===== src/rtl/lcd_nibble_rx_if.sv =====
// Pin-side and result-side signals of the HD44780-style 4-bit LCD bus monitor.
// The master drives the LCD pins; the slave (the receiver) reports what it decoded.
interface lcd_nibble_rx_if;
  logic       lcd_en_in;
  logic       lcd_rs_in;
  logic [3:0] lcd_data_in;
  logic       byte_valid;
  logic [7:0] byte_data;
  logic       byte_rs;
  logic       char_valid;
  logic [7:0] char_data;
  logic [6:0] char_addr;
  logic [6:0] cursor_addr;
  logic       clear_pulse;
  logic       mode_4bit;
  logic       err_pulse;

  modport master (
    output lcd_en_in, lcd_rs_in, lcd_data_in,
    input  byte_valid, byte_data, byte_rs, char_valid, char_data, char_addr,
           cursor_addr, clear_pulse, mode_4bit, err_pulse
  );

  modport slave (
    input  lcd_en_in, lcd_rs_in, lcd_data_in,
    output byte_valid, byte_data, byte_rs, char_valid, char_data, char_addr,
           cursor_addr, clear_pulse, mode_4bit, err_pulse
  );
endinterface


===== src/rtl/lcd_nibble_rx.sv =====
// Receive-side model of an HD44780-style LCD bus: synchronises E/RS/D, captures on E fall,
// rebuilds bytes in 8-bit or 4-bit mode and tracks the DDRAM cursor.
module lcd_nibble_rx #(
  parameter int unsigned TIMEOUT_CYCLES = 24000,
  parameter int unsigned SYNC_STAGES    = 2
) (
  input  logic           clk,
  input  logic           rst,
  lcd_nibble_rx_if.slave bus
);

  localparam int unsigned     CNT_W    = $clog2(TIMEOUT_CYCLES + 1);
  localparam logic [CNT_W-1:0] CNT_LAST = CNT_W'(TIMEOUT_CYCLES - 1);

  typedef enum logic {ST_HIGH, ST_LOW} phase_t;

  logic [1:0]                   r_rst_pipe;
  logic                         w_rst;
  logic [SYNC_STAGES-1:0]       r_en_sync;
  logic [SYNC_STAGES-1:0]       r_rs_sync;
  logic [SYNC_STAGES-1:0][3:0]  r_d_sync;
  logic                         r_en_prev;
  logic                         w_en_s;
  logic                         w_rs_s;
  logic [3:0]                   w_d_s;
  logic                         w_strobe;

  phase_t                       r_state, w_state_nxt;
  logic [3:0]                   r_hi_nib, w_hi_nib_nxt;
  logic                         r_hi_rs, w_hi_rs_nxt;
  logic [CNT_W-1:0]             r_cnt, w_cnt_nxt;
  logic                         r_inc, w_inc_nxt;

  logic                         w_have_byte;
  logic [7:0]                   w_byte;
  logic                         w_byte_rs;

  logic                         r_byte_valid, w_byte_valid_nxt;
  logic [7:0]                   r_byte_data, w_byte_data_nxt;
  logic                         r_byte_rs, w_byte_rs_nxt;
  logic                         r_char_valid, w_char_valid_nxt;
  logic [7:0]                   r_char_data, w_char_data_nxt;
  logic [6:0]                   r_char_addr, w_char_addr_nxt;
  logic [6:0]                   r_cursor, w_cursor_nxt;
  logic                         r_clear, w_clear_nxt;
  logic                         r_mode4, w_mode4_nxt;
  logic                         r_err, w_err_nxt;

  // Reset asserts immediately but releases only on a clock edge.
  always_ff @(posedge clk or posedge rst) begin
    if (rst) r_rst_pipe <= 2'b11;
    else     r_rst_pipe <= {r_rst_pipe[0], 1'b0};
  end
  assign w_rst = r_rst_pipe[1];

  always_ff @(posedge clk or posedge w_rst) begin
    if (w_rst) begin
      r_en_sync <= '0;
      r_rs_sync <= '0;
      r_d_sync  <= '0;
      r_en_prev <= 1'b0;
    end else begin
      r_en_sync <= {r_en_sync[SYNC_STAGES-2:0], bus.lcd_en_in};
      r_rs_sync <= {r_rs_sync[SYNC_STAGES-2:0], bus.lcd_rs_in};
      r_d_sync  <= {r_d_sync[SYNC_STAGES-2:0], bus.lcd_data_in};
      r_en_prev <= r_en_sync[SYNC_STAGES-1];
    end
  end

  assign w_en_s   = r_en_sync[SYNC_STAGES-1];
  assign w_rs_s   = r_rs_sync[SYNC_STAGES-1];
  assign w_d_s    = r_d_sync[SYNC_STAGES-1];
  assign w_strobe = r_en_prev & ~w_en_s;

  always_ff @(posedge clk or posedge w_rst) begin
    if (w_rst) r_state <= ST_HIGH;
    else       r_state <= w_state_nxt;
  end

  always_comb begin
    w_state_nxt      = r_state;
    w_hi_nib_nxt     = r_hi_nib;
    w_hi_rs_nxt      = r_hi_rs;
    w_cnt_nxt        = r_cnt;
    w_inc_nxt        = r_inc;
    w_have_byte      = 1'b0;
    w_byte           = 8'h00;
    w_byte_rs        = 1'b0;
    w_err_nxt        = 1'b0;
    w_byte_data_nxt  = r_byte_data;
    w_byte_rs_nxt    = r_byte_rs;
    w_char_valid_nxt = 1'b0;
    w_char_data_nxt  = r_char_data;
    w_char_addr_nxt  = r_char_addr;
    w_cursor_nxt     = r_cursor;
    w_clear_nxt      = 1'b0;
    w_mode4_nxt      = r_mode4;

    // Byte assembly: one strobe per byte in 8-bit mode, high/low nibble pair in 4-bit mode.
    if (!r_mode4) begin
      w_state_nxt = ST_HIGH;
      w_cnt_nxt   = '0;
      if (w_strobe) begin
        w_have_byte = 1'b1;
        w_byte      = {w_d_s, 4'h0};
        w_byte_rs   = w_rs_s;
      end
    end else begin
      case (r_state)
        ST_HIGH: begin
          if (w_strobe) begin
            w_hi_nib_nxt = w_d_s;
            w_hi_rs_nxt  = w_rs_s;
            w_cnt_nxt    = '0;
            w_state_nxt  = ST_LOW;
          end
        end
        ST_LOW: begin
          if (w_strobe) begin
            w_state_nxt = ST_HIGH;
            w_cnt_nxt   = '0;
            if (w_rs_s != r_hi_rs) begin
              w_err_nxt = 1'b1;
            end else begin
              w_have_byte = 1'b1;
              w_byte      = {r_hi_nib, w_d_s};
              w_byte_rs   = w_rs_s;
            end
          end else if (r_cnt == CNT_LAST) begin
            w_err_nxt   = 1'b1;
            w_cnt_nxt   = '0;
            w_state_nxt = ST_HIGH;
          end else begin
            w_cnt_nxt = r_cnt + CNT_W'(1);
          end
        end
        default: w_state_nxt = ST_HIGH;
      endcase
    end

    // Decode the completed byte: data writes advance the cursor, commands by highest set bit.
    if (w_have_byte) begin
      w_byte_data_nxt = w_byte;
      w_byte_rs_nxt   = w_byte_rs;
      if (w_byte_rs) begin
        w_char_valid_nxt = 1'b1;
        w_char_data_nxt  = w_byte;
        w_char_addr_nxt  = r_cursor;
        w_cursor_nxt     = r_inc ? (r_cursor + 7'd1) : (r_cursor - 7'd1);
      end else begin
        casez (w_byte)
          8'b1???????: w_cursor_nxt = w_byte[6:0];
          8'b001?????: begin
            w_mode4_nxt = ~w_byte[4];
            w_state_nxt = ST_HIGH;
          end
          8'b000001??: w_inc_nxt = w_byte[1];
          8'b0000001?: w_cursor_nxt = 7'd0;
          8'b00000001: begin
            w_cursor_nxt = 7'd0;
            w_inc_nxt    = 1'b1;
            w_clear_nxt  = 1'b1;
          end
          default: ;
        endcase
      end
    end
    w_byte_valid_nxt = w_have_byte;
  end

  always_ff @(posedge clk or posedge w_rst) begin
    if (w_rst) begin
      r_hi_nib     <= 4'h0;
      r_hi_rs      <= 1'b0;
      r_cnt        <= '0;
      r_inc        <= 1'b1;
      r_byte_valid <= 1'b0;
      r_byte_data  <= 8'h00;
      r_byte_rs    <= 1'b0;
      r_char_valid <= 1'b0;
      r_char_data  <= 8'h00;
      r_char_addr  <= 7'd0;
      r_cursor     <= 7'd0;
      r_clear      <= 1'b0;
      r_mode4      <= 1'b0;
      r_err        <= 1'b0;
    end else begin
      r_hi_nib     <= w_hi_nib_nxt;
      r_hi_rs      <= w_hi_rs_nxt;
      r_cnt        <= w_cnt_nxt;
      r_inc        <= w_inc_nxt;
      r_byte_valid <= w_byte_valid_nxt;
      r_byte_data  <= w_byte_data_nxt;
      r_byte_rs    <= w_byte_rs_nxt;
      r_char_valid <= w_char_valid_nxt;
      r_char_data  <= w_char_data_nxt;
      r_char_addr  <= w_char_addr_nxt;
      r_cursor     <= w_cursor_nxt;
      r_clear      <= w_clear_nxt;
      r_mode4      <= w_mode4_nxt;
      r_err        <= w_err_nxt;
    end
  end

  assign bus.byte_valid  = r_byte_valid;
  assign bus.byte_data   = r_byte_data;
  assign bus.byte_rs     = r_byte_rs;
  assign bus.char_valid  = r_char_valid;
  assign bus.char_data   = r_char_data;
  assign bus.char_addr   = r_char_addr;
  assign bus.cursor_addr = r_cursor;
  assign bus.clear_pulse = r_clear;
  assign bus.mode_4bit   = r_mode4;
  assign bus.err_pulse   = r_err;

endmodule

===== src/flat_wrapper.sv =====
// flat-port wrapper written by rule: the top's interface ports become plain ports
module lcd_nibble_rx_flat 
#(
  parameter int unsigned TIMEOUT_CYCLES = 24000,
  parameter int unsigned SYNC_STAGES    = 2
)
  (clk, rst, bus_lcd_en_in, bus_lcd_rs_in, bus_lcd_data_in, bus_byte_valid, bus_byte_data, bus_byte_rs, bus_char_valid, bus_char_data, bus_char_addr, bus_cursor_addr, bus_clear_pulse, bus_mode_4bit, bus_err_pulse);
  lcd_nibble_rx_if bus_i ();
  input  logic clk;
  input  logic rst;
  input wire logic [$bits(bus_i.lcd_en_in)-1:0] bus_lcd_en_in;
  input wire logic [$bits(bus_i.lcd_rs_in)-1:0] bus_lcd_rs_in;
  input wire logic [$bits(bus_i.lcd_data_in)-1:0] bus_lcd_data_in;
  output wire logic [$bits(bus_i.byte_valid)-1:0] bus_byte_valid;
  output wire logic [$bits(bus_i.byte_data)-1:0] bus_byte_data;
  output wire logic [$bits(bus_i.byte_rs)-1:0] bus_byte_rs;
  output wire logic [$bits(bus_i.char_valid)-1:0] bus_char_valid;
  output wire logic [$bits(bus_i.char_data)-1:0] bus_char_data;
  output wire logic [$bits(bus_i.char_addr)-1:0] bus_char_addr;
  output wire logic [$bits(bus_i.cursor_addr)-1:0] bus_cursor_addr;
  output wire logic [$bits(bus_i.clear_pulse)-1:0] bus_clear_pulse;
  output wire logic [$bits(bus_i.mode_4bit)-1:0] bus_mode_4bit;
  output wire logic [$bits(bus_i.err_pulse)-1:0] bus_err_pulse;
  assign bus_i.lcd_en_in = bus_lcd_en_in;
  assign bus_i.lcd_rs_in = bus_lcd_rs_in;
  assign bus_i.lcd_data_in = bus_lcd_data_in;
  assign bus_byte_valid = bus_i.byte_valid;
  assign bus_byte_data = bus_i.byte_data;
  assign bus_byte_rs = bus_i.byte_rs;
  assign bus_char_valid = bus_i.char_valid;
  assign bus_char_data = bus_i.char_data;
  assign bus_char_addr = bus_i.char_addr;
  assign bus_cursor_addr = bus_i.cursor_addr;
  assign bus_clear_pulse = bus_i.clear_pulse;
  assign bus_mode_4bit = bus_i.mode_4bit;
  assign bus_err_pulse = bus_i.err_pulse;
  lcd_nibble_rx #(.TIMEOUT_CYCLES(TIMEOUT_CYCLES), .SYNC_STAGES(SYNC_STAGES)) u_core (.clk(clk), .rst(rst), .bus(bus_i));
endmodule

===== config.mk =====
export PLATFORM = sky130hd
export DESIGN_NAME = lcd_nibble_rx_flat
export DESIGN_NICKNAME = d
export VERILOG_FILES = /design/src/rtl/lcd_nibble_rx_if.sv /design/src/rtl/lcd_nibble_rx.sv /design/src/flat_wrapper.sv
export SDC_FILE = /design/constraint.sdc
export NUM_CORES = 1
export LEC_CHECK = 0
export BUFFER_PORTS_ARGS = -buffer_cell sky130_fd_sc_hd__buf_4
export CAP_MARGIN = 10
export CORE_MARGIN = 8
export CORE_UTILIZATION = 45
export DETAILED_ROUTE_END_ITERATION = 8
export GPL_TIMING_DRIVEN = 0
export PLACE_DENSITY = 0.75
export SYNTH_ARGS = -nofsm -noshare
export SYNTH_HDL_FRONTEND = slang
export SYNTH_SLANG_ARGS = --single-unit

===== constraint.sdc =====
create_clock -name clk -period 3.05 [get_ports clk]
set_input_delay 0.61 -clock clk [delete_from_list [all_inputs] [get_ports clk]]
set_output_delay 0.61 -clock clk [all_outputs]
set_load 0.005 [all_outputs]

# [Word level (Yosys, flattened, before mapping)]
# Index checks and enable logic that the tools add are counted.
[totals] elab_cells=85 inputBits=8 output_inout_bits=36 reg_bits=73
[classes] reduce_logical=8 muxes=41 add_sub_neg=3 n_eq_ne=7 bitwise=5
[op_table] op="two-way mux 15 bit" count=4
[op_table] op="two-way mux 8 bit" count=5
[op_table] op="case mux 15 bit (2 select lines)" count=1
[op_table] op="two-way mux 1 bit" count=26
[op_table] op="adder 15 x 1 -> 15 bit (second input constant)" count=1
[op_table] op="equality test 15 bit (second input constant)" count=1
[op_table] op="two-way mux 7 bit" count=2
[op_table] op="case mux 7 bit (2 select lines)" count=1
[op_table] op="AND reduction 3 bit" count=3
[op_table] op="equality test 8 x 1 -> 1 bit (second input constant)" count=1
[op_table] op="adder 7 x 1 -> 7 bit (second input constant)" count=1
[op_table] op="equality test 7 x 1 -> 1 bit (second input constant)" count=1
[op_table] op="subtractor 7 x 1 -> 7 bit (second input constant)" count=1
[op_table] op="equality test 6 x 1 -> 1 bit (second input constant)" count=1
[op_table] op="NOT 1 bit" count=4
[op_table] op="case mux 1 bit (2 select lines)" count=2
[op_table] op="AND reduction 2 bit" count=2
[op_table] op="equality test 3 x 1 -> 1 bit (second input constant)" count=1
[op_table] op="!= test 3 x 2 -> 1 bit (second input constant)" count=1
[op_table] op="nonzero test 3 bit" count=1
[op_table] op="nonzero test 2 bit" count=1
[op_table] op="OR reduction 2 bit" count=1
[op_table] op="bitwise AND 1 bit" count=1
[op_table] op="!= test 1 bit" count=1

# [Depth between registers and ports, before layout]
[depth] word_depth=9 mapped_depth=9 mapped_depth_nobuf=8

# [Least setup slack after synthesis]
# No wires, ideal clock.
[synth_timing] kind="flip-flop to flip-flop" start="register u_core.r_inc" end="register u_core.r_cursor[6] (netlist: u_core.bus.cursor_addr[6])" synth_period_minus_slack_ps=2119 setup_slack_ps=931 path_buffers=0 path_stages_with_launch=9 arrival_ps=2025 setup_ps=94 required_time_ps=2956 cell_sequence="dfstp_2 -> inv_1 -> fa_1 -> a211oi_1 -> o21bai_1 -> a21oi_1 -> xnor2_1 -> a21o_1 -> a211oi_1"
[synth_via] elab_chain_len=2
[synth_lines] element="start: declaration" line_no="lcd_nibble_rx.sv:32" text="logic r_inc, w_inc_nxt;"
[synth_lines] element="start signal: assignment" line_no="lcd_nibble_rx.sv:191" text="r_inc <= w_inc_nxt;"
[synth_lines] element="two-way mux 7 bit" line_no="lcd_nibble_rx.sv:149" text="w_cursor_nxt = r_inc ? (r_cursor + 7'd1) : (r_cursor - 7'd1);"
[synth_lines] element="two-way mux 7 bit" line_no="lcd_nibble_rx.sv:145" text="if (w_byte_rs) begin"
[synth_lines] element="end signal: assignment" line_no="lcd_nibble_rx.sv:198" text="r_cursor <= w_cursor_nxt;"
[synth_lines] element="end: declaration" line_no="lcd_nibble_rx.sv:44" text="logic [6:0] r_cursor, w_cursor_nxt;"
# No other way between the ends.
# A chain may end at the register's enable or synchronous reset.

# [Worst setup path in the final report]
# Same ends and word-level chain as after synthesis.

==> impl_metrics.ini <==
[detailed_routing]
avgRoutedWirePerCell_um = 14.4
firstDrtPassIters = 4
totalWireLength_mm = 7.03
detail-route-antenna-nets = 0
vias = 2560
via_per_inst = 5.22
routed.top_layer = met4
wl_met3_um = 430
dr.first_iter.drc_count = 208
wl_met2_mm = 3.36
met1Wirelength_mm = 3.16
remaining_drc_errors = 0

[sta]
setup_viol = 0
fin_skew_ps = 9.68
finalHoldViolCount = 0
period_minus_slack_ps = 2470
drv_slew = 0
finalCritPeriodShare_pct = 80.9
grt_setup_unrepaired = false
fin_tns_setup_ps = 0
max-slew-margin-rel_pct = 43.1
fmax_mhz = 406
worst_pin_slew_ps = 854

[critical_path]
path_class = flop to flop
critical_path_buf_inv_count = 1
cp.arrival_ps = 2700
crit_slowest_cell = dfstp_2
end_kind = flop
crit_family = compound AO/OA/AOI/OAI gates
cp_common_cell = a211oi_1
reg2reg_depth = 8
cpPeakStageDelay_ps = 530
worstPathRequired_ps = 3290
r2r-end = u_core.bus.cursor_addr[6]
rrSetupSlack_ps = 580
r2r-start = u_core.r_inc
path_cells = inv_1, fa_1, a211oi_1, o21bai_1, a21oi_1, xnor2_1, a21o_1, a211oi_1
cp-start-kind = flop
crit_path_max_fanout = 7

[finish]
area_delta_synth_final_pct = 20.5
num_antenna_cells = 0
fin_cells = 490
finalInstanceArea_mm2 = 0.00394
fin_nets = 402
fillers = 644
drive_gt1_share_pct = 19.7

[placed_design]
gp_congestion = 0.850
dp_hpwl_mm = 5.04
dpl.cell_count = 474
postPlaceCellArea_mm2 = 0.00372
numPortBuffers = 43

[power]
p_clk_share_pct = 28.3
switching_power_mw = 0.897
switching_share_pct = 30.6
p_int_mw = 2.03
peakVddDrop_mv = 0.302
p_comb_share_pct = 28.3
pwr-share-seq_pct = 43.4
p_leak_nw = 1.87
power.density_mw_per_mm2 = 743

[clocking]
root_buffer = clkbuf_8
htreeDepth = 3
clock_latency_ps = 340
cts_tree = built
cts_resized = 0
path_clk_slew_ps = 70
ctsHoldBuffers = 0
cts_sinks = 73
cts_buffers = 9
cts_setup_buffers = 0
clockBufferDepth = 2

[synth]
synth-seq-cells = 73
seq_area_frac_synth_pct = 55.9
syn_inst = 332
synth_top_flop_cell = dfrtp_1
syn-cell-area_mm2 = 0.00327
synth_edf_count = 0
synthArstFlopShare_pct = 100
syn_area_per_cell_um2 = 9.86
synth_nets = 348
ys_types = 47
ys_warn_count = 0

[floorplanning]
die_h_um = 101
start_util_pct = 45.8
die_area_mm2 = 0.0103
die_w_um = 101
pin_count = 44
core_mm2 = 0.00714
rows = 31

[global_route]
grt_pass1_vias = 2525
grt_usage_pct = 14.7
grt_pass1_wl_mm = 12.0
overflow = 0
antenna_found_initial = 0
grt_max_degree = 72

[status]
outcome = finished clean

[worst_hold_path]
hp-class = primary input to asynchronous set/reset pin

[run]
cap_violations = 0
flip-flops by register name, summed over array words and instances, names as in the netlist:
name and count:
u_core.r_rs_sync 2, u_core.bus.byte_rs 1, u_core.r_state 1, u_core.bus.byte_data 8, u_core.bus.char_valid 1, u_core.r_cnt 15, u_core.r_en_sync 2, u_core.r_inc 1
u_core.r_hi_nib 4, u_core.bus.clear_pulse 1, u_core.bus.err_pulse 1, u_core.r_en_prev 1, u_core.bus.char_data 8, u_core.bus.char_addr 7, u_core.bus.byte_valid 1, u_core.bus.mode_4bit 1
u_core.r_hi_rs 1, u_core.bus.cursor_addr 7, u_core.r_d_sync 4, u_core.w_d_s 4, u_core.r_rst_pipe 2
cells in the final DEF, fill, tap and decap left out, types with 8 or more instances in the layout:
master	netlist	layout
dfrtp_1	70	70
clkbuf_8	0	10
o21ai_0	26	26
inv_1	9	8
nand2b_1	8	8
buf_4	0	43
nand3_1	9	9
nand2_1	74	74
a21oi_1	11	11
a21o_1	8	8
nor2_1	25	25
area by class of cell:
| cell class | count | area, um2 | share of cell area [%] |
|---|---|---|---|
| tap | 99 | 124 | 3.14 |
| multi-input combinational | 238 | 1340 | 34.1 |
| timing repair buffer | 43 | 323 | 8.19 |
| clock inverter | 5 | 78.8 | 2.00 |
| buffer | 12 | 65.1 | 1.65 |
| sequential | 73 | 1830 | 46.4 |
| inverter | 9 | 36.3 | 0.921 |
| clock buffer | 11 | 141 | 3.59 |
power by group through the flow:
stage | combinational, mW | clock, mW | sequential (mW)
after floorplan | 0.507 | 0 | 1.27
after global routing | 0.933 | 0.895 | 1.30
after CTS | 0.837 | 0.852 | 1.27
after detailed placement | 0.830 | 0 | 1.29
final | 0.830 | 0.828 | 1.27
after global placement | 0.798 | 0 | 1.28
logic make-up after synthesis:
group,after synthesis,synth area share (%)
flip-flops,73,55.9
multiplexers,6,2.03
XOR/XNOR,4,1.07
buffers and inverters,21,3.02
adder cells (fa/ha/maj),8,3.29
other,1,0.115
AO/OA/AOI/OAI,75,14.5
AND/OR/NAND/NOR,144,20.0
metal layers:
layer / up-vias / GRT usage [%]
li1: 1258 / -
met1: 1227 / 18.4
met2: 69 / 22.9
met3: 6 / 3.99
met4: 0 / 7.10
met5: - / 0
Yosys cell counts (7+ instances only):
| library cell | count | area share [%] |
|---|---|---|
| ha_1 | 7 | 2.7 |
| nor2_1 | 25 | 2.9 |
| nand2_1 | 74 | 8.5 |
| nand3_1 | 9 | 1.4 |
| a21oi_1 | 11 | 1.7 |
| inv_1 | 9 | 1.0 |
| a21o_1 | 8 | 1.8 |
| o21ai_0 | 26 | 4.0 |
| a31oi_1 | 7 | 1.3 |
| dfrtp_1 | 70 | 54 |
| nand2b_1 | 8 | 1.5 |
through the flow:
step,power (mW),utilization (%),setup WS [ps],hold WS [ps]
floorplan,1.78,-,915,331
global placement,2.08,52.1,229,332
detailed placement,2.12,52.1,654,335
CTS,2.96,55.2,633,273
global route,3.13,55.2,437,280
finish,2.93,55.2,584,291
worst max-delay path by stage:
stage / startpoint / end / depth (start not counted)
after floorplan: u_core.r_rst_pipe[1] / u_core.bus.byte_data[0] / 1
after global placement: u_core.r_rst_pipe[1] / u_core.bus.cursor_addr[1] / 1
after detailed placement: u_core.r_inc / u_core.bus.cursor_addr[6] / 8
after CTS: u_core.r_inc / u_core.bus.cursor_addr[6] / 8
after global routing: u_core.r_hi_rs / u_core.bus.cursor_addr[6] / 7
final: u_core.r_inc / u_core.bus.cursor_addr[6] / 8
(Power assumes the default switching activity.)
